==> src/rtl/sram_arbiter_pkg.sv <==
// Shared definitions for the sram arbiter: owner encoding and the registered
// response record that tracks who gets the next sram read data.
package sram_arbiter_pkg;

    localparam logic OWNER_IF  = 1'b0;
    localparam logic OWNER_MEM = 1'b1;

    typedef struct packed {
        logic vld;
        logic owner;
        logic is_wr;
    } resp_t;

endpackage

==> src/rtl/sram_arbiter_rr_arb2.sv <==
// Two-way IF/MEM picker: fixed MEM priority or round-robin, with a
// starvation counter that force-grants IF after STARVE_MAX lost ties.
module rr_arb2
    import sram_arbiter_pkg::*;
#(
    parameter int MEM_PRIO   = 1,
    parameter int STARVE_MAX = 4
) (
    input  logic clk,
    input  logic rst_n,
    input  logic if_req,
    input  logic mem_req,
    output logic if_gnt,
    output logic mem_gnt
);

    localparam logic [3:0] STARVE_LIM = 4'(STARVE_MAX);

    logic       rr_last;
    logic [3:0] starve_cnt;
    logic       if_pick;
    logic       mem_pick;

    always_comb begin
        if_pick  = 1'b0;
        mem_pick = 1'b0;
        if (if_req && mem_req) begin
            if (starve_cnt == STARVE_LIM) begin
                if_pick = 1'b1;
            end else if (MEM_PRIO != 0) begin
                mem_pick = 1'b1;
            end else if (rr_last == OWNER_IF) begin
                mem_pick = 1'b1;
            end else begin
                if_pick = 1'b1;
            end
        end else begin
            if_pick  = if_req;
            mem_pick = mem_req;
        end
    end

    // Grants are forced low while reset is asserted so nothing reaches the sram.
    assign if_gnt  = if_pick & rst_n;
    assign mem_gnt = mem_pick & rst_n;

    always_ff @(posedge clk or negedge rst_n) begin
        if (!rst_n) begin
            rr_last    <= OWNER_IF;
            starve_cnt <= '0;
        end else begin
            if (if_gnt) begin
                rr_last <= OWNER_IF;
            end else if (mem_gnt) begin
                rr_last <= OWNER_MEM;
            end

            if (!if_req || if_gnt) begin
                starve_cnt <= '0;
            end else if (mem_gnt && starve_cnt != STARVE_LIM) begin
                starve_cnt <= starve_cnt + 4'd1;
            end
        end
    end

endmodule

==> src/rtl/sram_arbiter.sv <==
// Shares one single-port sram between instruction fetch (read-only) and the
// load/store unit; one access per cycle, response routed back one cycle later.
module sram_arbiter
    import sram_arbiter_pkg::*;
#(
    parameter int ADDR_W     = 64,
    parameter int DATA_W     = 64,
    parameter int MEM_PRIO   = 1,
    parameter int STARVE_MAX = 4
) (
    input  logic                clk,
    input  logic                rst_n,
    input  logic                if_req,
    input  logic [ADDR_W-1:0]   if_addr,
    output logic                if_gnt,
    output logic                if_rvalid,
    output logic [DATA_W-1:0]   if_rdata,
    input  logic                mem_req,
    input  logic [DATA_W/8-1:0] mem_we,
    input  logic [ADDR_W-1:0]   mem_addr,
    input  logic [DATA_W-1:0]   mem_wdata,
    output logic                mem_gnt,
    output logic                mem_rvalid,
    output logic [DATA_W-1:0]   mem_rdata,
    output logic                sram_en,
    output logic [DATA_W/8-1:0] sram_we,
    output logic [ADDR_W-1:0]   sram_addr,
    output logic [DATA_W-1:0]   sram_wdata,
    input  logic [DATA_W-1:0]   sram_rdata
);

    logic  if_pick;
    logic  mem_pick;
    resp_t resp_d;
    resp_t resp_q;

    rr_arb2 #(
        .MEM_PRIO  (MEM_PRIO),
        .STARVE_MAX(STARVE_MAX)
    ) u_arb (
        .clk    (clk),
        .rst_n  (rst_n),
        .if_req (if_req),
        .mem_req(mem_req),
        .if_gnt (if_pick),
        .mem_gnt(mem_pick)
    );

    assign if_gnt  = if_pick;
    assign mem_gnt = mem_pick;

    always_comb begin
        sram_en    = 1'b0;
        sram_we    = '0;
        sram_addr  = '0;
        sram_wdata = '0;
        if (mem_pick) begin
            sram_en    = 1'b1;
            sram_we    = mem_we;
            sram_addr  = mem_addr;
            sram_wdata = mem_wdata;
        end else if (if_pick) begin
            sram_en   = 1'b1;
            sram_addr = if_addr;
        end
    end

    always_comb begin
        resp_d.vld   = if_pick | mem_pick;
        resp_d.owner = mem_pick ? OWNER_MEM : OWNER_IF;
        resp_d.is_wr = mem_pick & (|mem_we);
    end

    always_ff @(posedge clk or negedge rst_n) begin
        if (!rst_n) begin
            resp_q <= '{vld: 1'b0, owner: OWNER_IF, is_wr: 1'b0};
        end else begin
            resp_q <= resp_d;
        end
    end

    // Only the owner sees the response; write acks carry zero data.
    always_comb begin
        if_rvalid  = resp_q.vld & (resp_q.owner == OWNER_IF);
        mem_rvalid = resp_q.vld & (resp_q.owner == OWNER_MEM);
        if_rdata   = if_rvalid ? sram_rdata : '0;
        mem_rdata  = (mem_rvalid && !resp_q.is_wr) ? sram_rdata : '0;
    end

endmodule

==> config.mk <==
export PLATFORM = sky130hd
export DESIGN_NAME = sram_arbiter
export DESIGN_NICKNAME = d
export VERILOG_FILES = /design/src/rtl/sram_arbiter_pkg.sv /design/src/rtl/sram_arbiter_rr_arb2.sv /design/src/rtl/sram_arbiter.sv
export SDC_FILE = /design/constraint.sdc
export NUM_CORES = 1
export LEC_CHECK = 0
export BUFFER_PORTS_ARGS = -buffer_cell sky130_fd_sc_hd__buf_2
export CORE_AREA = 2 2 212 214
export CTS_BUF_LIST = sky130_fd_sc_hd__clkbuf_2
export DETAILED_ROUTE_END_ITERATION = 8
export DIE_AREA = 0 0 214 216
export HOLD_SLACK_MARGIN = 0.06
export PLACE_DENSITY = 0.3
export SLEW_MARGIN = 20
export SYNTH_ARGS = -nofsm -noshare
export SYNTH_HDL_FRONTEND = slang
export SYNTH_SLANG_ARGS = --single-unit
==> constraint.sdc <==
create_clock -name clk -period 4.9 [get_ports clk]
set_clock_uncertainty 0.2 [all_clocks]
set_input_delay 0.245 -clock clk [delete_from_list [all_inputs] [get_ports clk]]
set_output_delay 0.245 -clock clk [all_outputs]
set_load 0.005 [all_outputs]
==> results of run 1 <==
## stage by stage
| step | worst slack [ps] | total power [W] | instances | hold slack [ps] |
|---|---|---|---|---|
| final | 1880 | 0.000488 | 1445 | 108 |
| after global routing | 1660 | 0.000529 | 1443 | 105 |
| after CTS | 1780 | 0.000501 | 1439 | 104 |
| after detailed placement | 2150 | 0.000454 | 1434 | -61.4 |
| after global placement | 1830 | 0.000454 | 1434 | -61.4 |
| after floorplan | 2910 | 0.000192 | 338 | -251 |
## cell usage after synthesis (2+ instances only)
master and number:
and2_1 201, inv_1 4, o21a_1 3, buf_2 7
ha_1 2, clkbuf_1 15, buf_6 7, buf_4 8
dfrtp_1 7, nor2b_1 2, nor4_1 2, a22o_1 64
nor3b_1 2
## routing by layer
layer  wire [um]  share of wire, %  up-vias  GRT usage [%]
met3        2270               8.8       49           3.40
met4         959               3.7       20           3.99
li1            -                 -     2158              -
met2       13000                50      346           19.4
met1        9470                37     2033           11.0
met5         125              0.48        -              0
## worst max path at each step
stage                         end
floorplan           sram_addr[10]
global placement    sram_addr[15]
detailed placement  sram_addr[50]
CTS                 sram_addr[50]
global route        sram_addr[50]
finish              sram_addr[50]
## flip-flops by register name, indices dropped and copies added, names as in the netlist
signal            flops
u_arb.starve_cnt      4
resp_q                3
## cells by family after synthesis
| logic type | count (synthesis) | share of synthesized area (%) |
|---|---|---|
| adder cells (fa/ha/maj) | 2 | 1.03 |
| AO/OA/AOI/OAI | 74 | 26.4 |
| flip-flops | 7 | 7.23 |
| AND/OR/NAND/NOR | 214 | 55.2 |
| buffers and inverters | 41 | 10.1 |
## cell type report
| cell class | instances | area, sq um | area share (%) |
|---|---|---|---|
| diodes | 6 | 15.0 | 0.262 |
| clock buffers | 4 | 20.0 | 0.349 |
| inverters | 4 | 15.0 | 0.262 |
| multi-input cells | 290 | 2030 | 35.5 |
| flip-flops and latches | 7 | 175 | 3.06 |
| well taps | 592 | 741 | 12.9 |
| repair buffers | 542 | 2730 | 47.7 |
## where the power goes
group / internal (W) / switching [W]
sequential: 0.0000598 / 0.00000156
combinational: 0.000195 / 0.000188
clock: 0.0000217 / 0.0000222
==> impl_metrics.toml, run 1 <==
[clock_tree]
cts_tree = "yes"
clk_pin_slew_ps = 80
cts_made_buffers = 3
cts_root_buffer = "clkbuf_2"
postCtsHoldBufs = 1
post_cts.repair.setup_buffers = 0
cts.sinks = 7
htree_levels = 1
clk_path_buf_depth = 2
post_cts_resized = 0
worstSkewPairLatency_ps = 240

[place]
place_area_sq_mm = 0.00568
hpwl_um = 23800
port_buffers = 536
gp_congestion = 0.916

[critical_path]
cp.required_ps = 4450
cp_slowest_stage_delay_ps = 550
cp.arrival_ps = 2570
crit_top_cell = "buf_2"
path_cells = "dlygate4sd3_1, buf_2, nand2_1, a21oi_4, buf_4, a22o_1, buf_2"
worstSetupEndpointType = "output port"
start_kind = "primary input"
cp_top_family = "buffers and inverters"
worstReg2RegEnd = "resp_q[0]"
cp.depth = 7
worstSetupPathType = "primary input to output port"
reg2reg_from = "u_arb.starve_cnt[0]"
critPathLaunch = "rst_n"
path_buf_inv = 4
ff2ff_setup_slack_ps = 2470
slowest_stage = "dlygate4sd3_1"
r2r_cells = 6
critPathMaxFanout = 77

[die]
boundaryPins = 537
die_w_um = 214
rows = 77
die-height_um = 216
start_util_pct = 5.53
coreArea_sq_mm = 0.0438
dieArea_sq_mm = 0.0462

[routing]
drt_first_pass_iters = 4
vias_per_cell = 3.19
drt_iter0_drc = 120
drt-wirelength-per-cell_um = 17.9
ant_nets = 0
route.detailed.drc = 0
vias = 4606
drt_wl_total_um = 25800

[synth]
synth_top_area_share_pct = 51.9
ys_seq_elements = 7
synth_ff_type = "dfrtp_1"
synth_cell_types = 27
synth_area_leaders = "and2_1 52%, a22o_1 23%, dfrtp_1 7.2%, buf_6 3.3%, buf_4 2.5%"
yosysTopAreaCell = "and2_1"
synthCells = 338
async_flop_share_pct = 100
ys_seq_area_share_pct = 7.23
postSynthAreaPerCell_sq_um = 7.17
synth_edf_count = 0
synth_warnings = 0
post_synth_instance_area_sq_mm = 0.00242
syn_nets = 608

[run]
drv_cap = 0

[global_route]
grt_max_degree = 78
gr-total-overflow = 0
grt_pass1_wl_um = 34400
antenna_found_initial = 18
grtUsageTotal_pct = 10.5
grt_pass1_vias = 4613

[power]
p_per_area_mw_per_mm2 = 85.2
irDropWorstVdd_mv = 0.0357
p_leak_nw = 3.49

[cells_and_area]
final_area_sq_mm = 0.00573
post-route-util_pct = 13.1
final_common_cell = "buf_2"
drive_above_1_share_pct = 64.8
final_cell_mix = "536 x buf_2, 201 x and2_1, 64 x a22o_1, 7 x dfrtp_1, 5 x buf_4"
nets = 1118
num-fill-cells = 5192
syn2layout_area_growth_pct = 136

[timing]
fmaxAchievable_mhz = 331
worst_slew_pin_slew_ps = 669
timing.final.max_slew_violations = 0
finalSetupTns_ps = 0
hold_viol_final = 0
period_share_pct = 61.6
rsz0062_at_grt = "no"
final.min_clock_period_ps = 3020
max_slew_margin_pct = 55.4
setup_viol = 0

[worst_hold_path]
hold_class = "primary input to flip-flop"
min_to = "u_arb.starve_cnt[0]"
min_from = "if_req"
hold_path_depth = 2

[run_status]
status = "completed"
Power figures use the tool's default switching activity.
==> run 2: changes to the inputs <==
CORE_AREA = 2 2 208 210   (was 2 2 212 214)
DIE_AREA = 0 0 210 212   (was 0 0 214 216)
clock period = 2.9 ns   (was 4.9 ns; I/O delays follow)
==> run 2 against run 1 <==
Combinational power rose by 80%. Critical path depth did not move. Die area fell by 3.7%. Highest routed layer unchanged. Sequential power rose by 70%.
==> impl_metrics.toml, run 2 (synthesis gave the netlist of run 1 again) <==
[cells_and_area]
final_common_cell = "buf_2"
nets = 1124
final_cell_mix = "536 x buf_2, 201 x and2_1, 58 x a22o_1, 7 x dfrtp_1, 6 x a22o_2"
num-fill-cells = 5038
syn2layout_area_growth_pct = 139
largest_register_ff_count = 4
drive_above_1_share_pct = 65.4
top_register = "u_arb.starve_cnt"
reg_top3 = "u_arb.starve_cnt (4), resp_q (3)"

[die]
coreArea_sq_mm = 0.0425
start_util_pct = 5.70
rows = 76
dieArea_sq_mm = 0.0445
die_w_um = 210
boundaryPins = 537
die-height_um = 212

[global_route]
grtUsageTotal_pct = 12.8
grt_max_degree = 66
gr-total-overflow = 0
grt_pass1_wl_um = 39100
antenna_found_initial = 26
grt_pass1_vias = 4745

[clock_tree]
post_cts.repair.setup_buffers = 0
clk_pin_slew_ps = 100
cts.sinks = 7
cts_tree = "yes"
worstSkewPairLatency_ps = 250
clk_path_buf_depth = 2
cts_root_buffer = "clkbuf_2"
cts_made_buffers = 3
htree_levels = 1

[critical_path]
cp.depth = 7
path_buf_inv = 3
cp_slowest_stage_delay_ps = 430
worstSetupEndpointType = "output port"
cp_top_family = "compound AO/OA/AOI/OAI gates"
path_cells = "inv_1, ha_1, and3b_1, o211a_2, buf_12, a22o_1, buf_2"
cp.arrival_ps = 2440
slowest_stage = "dfrtp_1"
start_kind = "flip-flop"
worstSetupPathType = "flip-flop to output port"
critPathMaxFanout = 60
r2r_cells = 7
cp.required_ps = 2560

[routing]
drt_first_pass_iters = 5
route.detailed.drc = 0
drt-wirelength-per-cell_um = 21.7
ant_nets = 0
vias_per_cell = 3.36
drt_iter0_drc = 154
vias = 4749
drt_wl_total_um = 30600

[run]
drv_cap = 0

[power]
p_per_area_mw_per_mm2 = 150
irDropWorstVdd_mv = 0.0710
p_leak_nw = 3.53
total_power_w = 0.000864

[timing]
fmaxAchievable_mhz = 359
period_share_pct = 96.1
setup_viol = 0
timing.final.max_slew_violations = 0
hold_viol_final = 0
worst_slew_pin_slew_ps = 510
finalSetupTns_ps = 0
max_slew_margin_pct = 66.0
rsz0062_at_grt = "no"
final.min_clock_period_ps = 2790
fin_hold_ws_ps = 93.3

[run_status]
status = "completed"

[place]
port_buffers = 536
gp_congestion = 0.873
hpwl_um = 28600

[worst_hold_path]
hold_class = "primary input to async pin"
[run 2: cell type report]
type	count	area, sq um	share of cell area [%]
Antenna cell	13	32.5	0.563
Tap cell	546	683	11.8
Multi-Input combinational cell	290	2030	35.1
Sequential cell	7	175	3.03
Inverter	4	15.0	0.260
Clock inverter	1	5.00	0.0866
Clock buffer	3	15.0	0.260
Timing Repair Buffer	548	2820	48.8
[run 2: final timing paths]
path,from,to,slack (ps)
setup / recovery,u_arb.starve_cnt[0],sram_addr[36],110
hold / removal,rst_n,resp_q[1],90
setup reg to reg,u_arb.starve_cnt[0],resp_q[0],660
hold reg to reg,u_arb.starve_cnt[3],u_arb.starve_cnt[3],330
max in group asynchronous,rst_n,u_arb.starve_cnt[2],2160
min in group clk,mem_we[7],resp_q[0],100
[run 2: metrics by stage]
stage | instances | utilization [%] | instance area, sq um | worst slack [ps]
final | 1412 | 13.6 | 5780 | 114
after global routing | 1405 | 13.6 | 5760 | 1.72
after CTS | 1399 | 13.5 | 5740 | 20.6
after detailed placement | 1391 | 13.4 | 5680 | 280
after global placement | 1391 | 13.4 | 5680 | 246
after floorplan | 338 | - | 2420 | 1010
[run 2: power by group]
part	internal, W	total (W)	switching [W]
clock network	0.0000312	0.0000725	0.0000413
registers	0.000101	0.000104	0.00000319
logic	0.000342	0.000688	0.000346
total	0.000474	0.000864	0.000391
[run 2: repair_timing]
item / CTS / global route
endpoints found under the hold margin: 10 / 0
hold buffers: 4 / 0
gates cloned: 0 / 0
gates resized for setup: 1 / 6
endpoints found under the setup margin: 1 / 10
[run 2: routing by layer]
layer / vias up / track usage, % / wire length [um]
met5: - / 0 / 60
met4: 10 / 4.30 / 1220
met3: 49 / 2.84 / 2320
met2: 371 / 24.4 / 15700
met1: 2143 / 13.9 / 11400
li1: 2176 / - / -
